## config.mk

```make
export PLATFORM = sky130hd
export DESIGN_NAME = bbox_detect
export DESIGN_NICKNAME = d
export VERILOG_FILES = /design/src/rtl/bbox_detect.sv
export SDC_FILE = /design/constraint.sdc
export NUM_CORES = 1
export LEC_CHECK = 0
export BUFFER_PORTS_ARGS = -buffer_cell sky130_fd_sc_hd__buf_4
export CORE_UTILIZATION = 60
export CTS_CLUSTER_DIAMETER = 120
export DETAILED_ROUTE_END_ITERATION = 12
export PLACE_DENSITY = 0.83
export SYNTH_ARGS = -nofsm -noshare
export SYNTH_HDL_FRONTEND = slang
export SYNTH_SLANG_ARGS = --single-unit
```

## constraint.sdc

```tcl
create_clock -name clk -period 6.4 [get_ports clk]
set_clock_uncertainty 0.15 [all_clocks]
set_input_delay 1.28 -clock clk [delete_from_list [all_inputs] [get_ports clk]]
set_output_delay 1.28 -clock clk [all_outputs]
set_load 0.02 [all_outputs]
```

## src/rtl/bbox_detect.sv

```systemverilog
// Scans a raw BMP pixel array one byte per cycle and reports the bounding box
// of every pixel whose colour differs from the background by more than TOL.
module bbox_detect #(
  parameter int          WIDTH    = 100,
  parameter int          HEIGHT   = 100,
  parameter logic [31:0] PIX_BASE = 32'd0,
  parameter logic [7:0]  BG_R     = 8'hFF,
  parameter logic [7:0]  BG_G     = 8'hFF,
  parameter logic [7:0]  BG_B     = 8'hFF,
  parameter logic [7:0]  TOL      = 8'd0
) (
  input  logic        clk,
  input  logic        rst_n,
  input  logic        start,
  output logic        done,
  output logic [31:0] readAddr,
  output logic        rden,
  input  logic [15:0] readdata,
  output logic        found,
  output logic [10:0] xMin,
  output logic [10:0] xMax,
  output logic [10:0] yMin,
  output logic [10:0] yMax
);

  localparam logic [10:0] X_LAST = 11'(WIDTH - 1);
  localparam logic [10:0] Y_TOP  = 11'(HEIGHT - 1);

  typedef enum logic [1:0] {IDLE, SCAN, LAST, DONE} state_t;

  state_t      state_reg, state_next;
  logic [1:0]  b_cnt;
  logic [10:0] x_cnt, r_cnt;
  logic [31:0] addr_reg;
  logic        tag_valid;
  logic [1:0]  b_tag;
  logic [10:0] x_tag, y_tag;
  logic        acc_reg;
  logic        found_reg;
  logic [10:0] xmin_reg, xmax_reg, ymin_reg, ymax_reg;

  logic        last_issue, start_scan;
  logic [7:0]  byte_val, bg_sel, byte_diff;
  logic        chan_fg, pix_fg;
  logic        unused_hi;

  assign unused_hi  = ^readdata[15:8];
  assign last_issue = (b_cnt == 2'd2) && (x_cnt == X_LAST) && (r_cnt == Y_TOP);
  assign start_scan = ((state_reg == IDLE) || (state_reg == DONE)) && start;

  always_ff @(posedge clk or negedge rst_n) begin
    if (!rst_n) state_reg <= IDLE;
    else        state_reg <= state_next;
  end

  always_comb begin
    state_next = state_reg;
    case (state_reg)
      IDLE, DONE: if (start) state_next = SCAN;
      SCAN:       if (last_issue) state_next = LAST;
      LAST:       state_next = DONE;
      default:    state_next = IDLE;
    endcase
  end

  // Address generation: linear byte address plus carried (b, x, r) coordinates.
  always_ff @(posedge clk or negedge rst_n) begin
    if (!rst_n) begin
      addr_reg <= PIX_BASE;
      b_cnt    <= 2'd0;
      x_cnt    <= 11'd0;
      r_cnt    <= 11'd0;
    end else if (start_scan) begin
      addr_reg <= PIX_BASE;
      b_cnt    <= 2'd0;
      x_cnt    <= 11'd0;
      r_cnt    <= 11'd0;
    end else if (state_reg == SCAN) begin
      if (!last_issue) addr_reg <= addr_reg + 32'd1;
      if (b_cnt == 2'd2) begin
        b_cnt <= 2'd0;
        if (x_cnt == X_LAST) begin
          x_cnt <= 11'd0;
          r_cnt <= (r_cnt == Y_TOP) ? 11'd0 : r_cnt + 11'd1;
        end else begin
          x_cnt <= x_cnt + 11'd1;
        end
      end else begin
        b_cnt <= b_cnt + 2'd1;
      end
    end
  end

  // Tags trail the issued address by one cycle to line up with readdata.
  always_ff @(posedge clk or negedge rst_n) begin
    if (!rst_n) begin
      tag_valid <= 1'b0;
      b_tag     <= 2'd0;
      x_tag     <= 11'd0;
      y_tag     <= 11'd0;
    end else begin
      tag_valid <= (state_reg == SCAN) && !start_scan;
      b_tag     <= b_cnt;
      x_tag     <= x_cnt;
      y_tag     <= Y_TOP - r_cnt;
    end
  end

  always_comb begin
    byte_val = readdata[7:0];
    case (b_tag)
      2'd0:    bg_sel = BG_B;
      2'd1:    bg_sel = BG_G;
      default: bg_sel = BG_R;
    endcase
    byte_diff = (byte_val >= bg_sel) ? (byte_val - bg_sel) : (bg_sel - byte_val);
    chan_fg   = (byte_diff > TOL);
    pix_fg    = acc_reg | chan_fg;
  end

  always_ff @(posedge clk or negedge rst_n) begin
    if (!rst_n) begin
      acc_reg   <= 1'b0;
      found_reg <= 1'b0;
      xmin_reg  <= 11'd0;
      xmax_reg  <= 11'd0;
      ymin_reg  <= 11'd0;
      ymax_reg  <= 11'd0;
    end else if (start_scan) begin
      acc_reg   <= 1'b0;
      found_reg <= 1'b0;
      xmin_reg  <= 11'd0;
      xmax_reg  <= 11'd0;
      ymin_reg  <= 11'd0;
      ymax_reg  <= 11'd0;
    end else if (tag_valid) begin
      if (b_tag == 2'd2) begin
        acc_reg <= 1'b0;
        if (pix_fg) begin
          found_reg <= 1'b1;
          if (!found_reg) begin
            xmin_reg <= x_tag;
            xmax_reg <= x_tag;
            ymin_reg <= y_tag;
            ymax_reg <= y_tag;
          end else begin
            if (x_tag < xmin_reg) xmin_reg <= x_tag;
            if (x_tag > xmax_reg) xmax_reg <= x_tag;
            if (y_tag < ymin_reg) ymin_reg <= y_tag;
            if (y_tag > ymax_reg) ymax_reg <= y_tag;
          end
        end
      end else begin
        acc_reg <= pix_fg;
      end
    end
  end

  assign done     = (state_reg == DONE);
  assign rden     = (state_reg == SCAN);
  assign readAddr = addr_reg;
  assign found    = found_reg;
  assign xMin     = xmin_reg;
  assign xMax     = xmax_reg;
  assign yMin     = ymin_reg;
  assign yMax     = ymax_reg;

endmodule

```

==> impl_metrics.ini <==
[run_status]
outcome = complete, no violations

[sta]
report.final.slew_viol_count = 0
final_min_period_over_clock_period_pct = 54.4
fin_crit_ps = 3480
max_slew.worst_pin.slew_ps = 1300
timing.final.hold_violations = 0
max_slew_margin_pct = 13.7
rsz_0062_raised_after_global_routing = false
timing.setup.tns_ps = 0
worst_slack_ps = 2920
timing.hold.ws_ps = 302
setup_violations = 0
fmax_mhz = 287

[cts]
postCtsSetupBuffers = 0
clk_root_buffer_cell = sky130_fd_sc_hd__clkbuf_16
post_cts_resize_count = 0
cts_tree = done
cts_max_path_buffers = 2
numCtsBuffers = 17
htree_num_levels = 4
cts_sinks = 129
hold_buffers = 0
clock_insertion_delay_worst_skew_ps = 430
cts.clk_slew.worst_paths_ps = 60

[routing]
route.final.wire_length_mm = 15.6
drt_pre_antenna_iters = 5
drt_first_iter_violations = 285
routed-via-count = 5507
final_antenna_net_count = 0
vias_per_cell = 6.05
drt_drc_violations_left = 0
routed_wire_length_per_instance_um = 17.1

[pwr]
p_switching_mw = 1.02
cell_internal_pwr_mw = 1.79
comb_power_share_pct = 32.4
share_seq_of_total_power_pct = 35.7
vdd_drop_max_mv = 0.288
switching_share_pct = 36.3
p_leak_nw = 3.95
finalPower_mw = 2.80
powerDensity_nw_per_um2 = 337
clockPowerShare_pct = 31.9

[finish]
finish.cell_count_without_fillers = 911
layout-drive-gt1-share_pct = 26.0
postLayoutCoreUtil_pct = 73.1
largest_register_ffs = 32
area_delta_synth_final_pct = 19.3
antenna_cells_inserted = 0
layout.nets = 824
final_design_area_no_fill_um2 = 8320

[synthesis]
avgSynthCellArea_um2 = 10.5
seq_total_area_yosys_pct = 46.3
ys_warn_count = 0
synth_largest_type_area_fraction_pct = 46.3
yosysMostFrequentCell = sky130_fd_sc_hd__dfrtp_1
syn-num-nets = 732
synth_edf_count = 0
ys_top_cells_by_area = sky130_fd_sc_hd__dfrtp_1 (46%), sky130_fd_sc_hd__ha_1 (9.0%), sky130_fd_sc_hd__mux2_2 (7.1%)
synth.top_cells.by_count = sky130_fd_sc_hd__dfrtp_1 (129), sky130_fd_sc_hd__inv_1 (54), sky130_fd_sc_hd__ha_1 (50), sky130_fd_sc_hd__mux2_2 (44), sky130_fd_sc_hd__nand2_1 (39)
postSynth.asyncResetShare_pct = 100
synth_cells = 663
synth_top_flop_cell = sky130_fd_sc_hd__dfrtp_1
synth_area_um2 = 6970
synth.largest_area_cell = sky130_fd_sc_hd__dfrtp_1
yosys_register_bits = 129
number_of_distinct_library_cell_variants_in_the_gate_level_netlist_after_synthesis = 61

[setup_path]
critPathArrivalTime_ps = 3640
crit_path_max_fanout = 52
timing.critical_path.from_type = input pin
critical_path.endpoint_type = register
timing.setup.critical_path_class = input pin to register
worstPathRequired_ps = 6560
r2r_slack_ps = 3040

[global_route]
antenna_found_initial = 0
grt_pass1_vias = 5322
grt_use_total_pct = 27.7
wire_length_of_the_first_global_routing_pass_mm = 25.4
pin_count_of_the_biggest_net_entering_global_routing = 69
gr_overflow_total = 0

[floorplanning]
io_pins = 98
coreArea_um2 = 11400
floorplan.initialDensity_pct = 61.3
dieWidth_um = 110
die_height_um = 110
die_area_um2 = 12100
row_count = 39

[flow_run]
drv_cap = 0

[place]
placement.cell_area_um2 = 7760
dp_hpwl_mm = 10.6
numPlacedInstances = 879
numPortBuffers = 89
place_ws_ps = 2540
gpl.final_weighted_congestion = 0.866

[worst_hold_path]
worst_hold_class = register to register
[critical path: stages]
cell	delay [ps]
sky130_fd_sc_hd__buf_4	120
sky130_fd_sc_hd__and2_2	140
sky130_fd_sc_hd__buf_4	480
sky130_fd_sc_hd__o22ai_1	180
sky130_fd_sc_hd__a21oi_1	1000
sky130_fd_sc_hd__mux2_2	430
[logic make-up (layout without fill, tap and decap cells)]
kind of cell               Yosys count  in the layout  share of synthesized area [%]
buffers and inverters               76            181                           4.38
muxes                               48             48                           7.68
xor gates and xnor gates            24             24                           3.01
AOI/OAI and AO/OA                  131            131                           13.5
adders and majority gates           50             50                           8.97
and+or+nand+nor                    205            205                           16.2
DFF                                129            129                           46.3
[cell type report]
cell class / count / area (µm²)
clock buffer: 17 / 425
clock inverter: 15 / 126
fill: 792 / 3050
inverter: 54 / 203
multi-input combinational: 458 / 3440
sequential: 129 / 3230
tap: 143 / 179
timing repair buffer: 95 / 713
[power groups by stage]
stage	clock, mW	combinational (mW)	sequential [mW]
after floorplan	0	0.572	1.04
after global placement	0	0.852	1.00
after detailed placement	0	0.886	1.01
after CTS	0.911	0.906	0.997
after global routing	0.944	0.993	1.01
final	0.894	0.907	0.999
[routing by layer]
metal  share of wire (%)  vias up  GRT usage [%]
li1                    -     2582              -
met1                  44     2693           35.6
met2                  49      210           45.4
met3                 6.1       22           6.76
met4                 1.4        0           9.90
met5                   0        -              0
[cells in the final DEF (no fill, tap or decap), drive strengths merged, types with 2 or more instances in the layout]
cell and instances:
a2111oi 2, a211oi 6, a21o 8, a21oi 28, a31oi 10, a41o 4
and2 24, and3 6, and4 3, buf 95, clkbuf 17, clkinv 6
clkinvlp 3, dfrtp 129, ha 50, inv 60, mux2 44, mux2i 4
nand2 40, nand2b 8, nand3 15, nand3b 2, nand4 16, nand4b 2
nor2 36, nor2b 5, nor3 11, nor4 3, o2111ai 5, o211ai 13
o21a 2, o21ai 31, o22ai 3, o31ai 10, or2 4, or3 13
or4 16, xnor2 14, xor2 10
[final timing paths]
| kind | startpoint | to | cells after the start |
|---|---|---|---|
| worst max-delay path | start | xMin[8] | 6 |
| worst min-delay path | x_cnt[0] | x_tag[0] | 0 |
| worst max register to register | state_reg[1] | xMin[8] | 7 |
| worst min register to register | x_cnt[0] | x_tag[0] | 0 |
| max in group asynchronous | rst_n | readAddr[22] | 2 |
| min in group asynchronous | rst_n | yMin[4] | 1 |
Note: power is estimated with default switching activity, not from simulation.
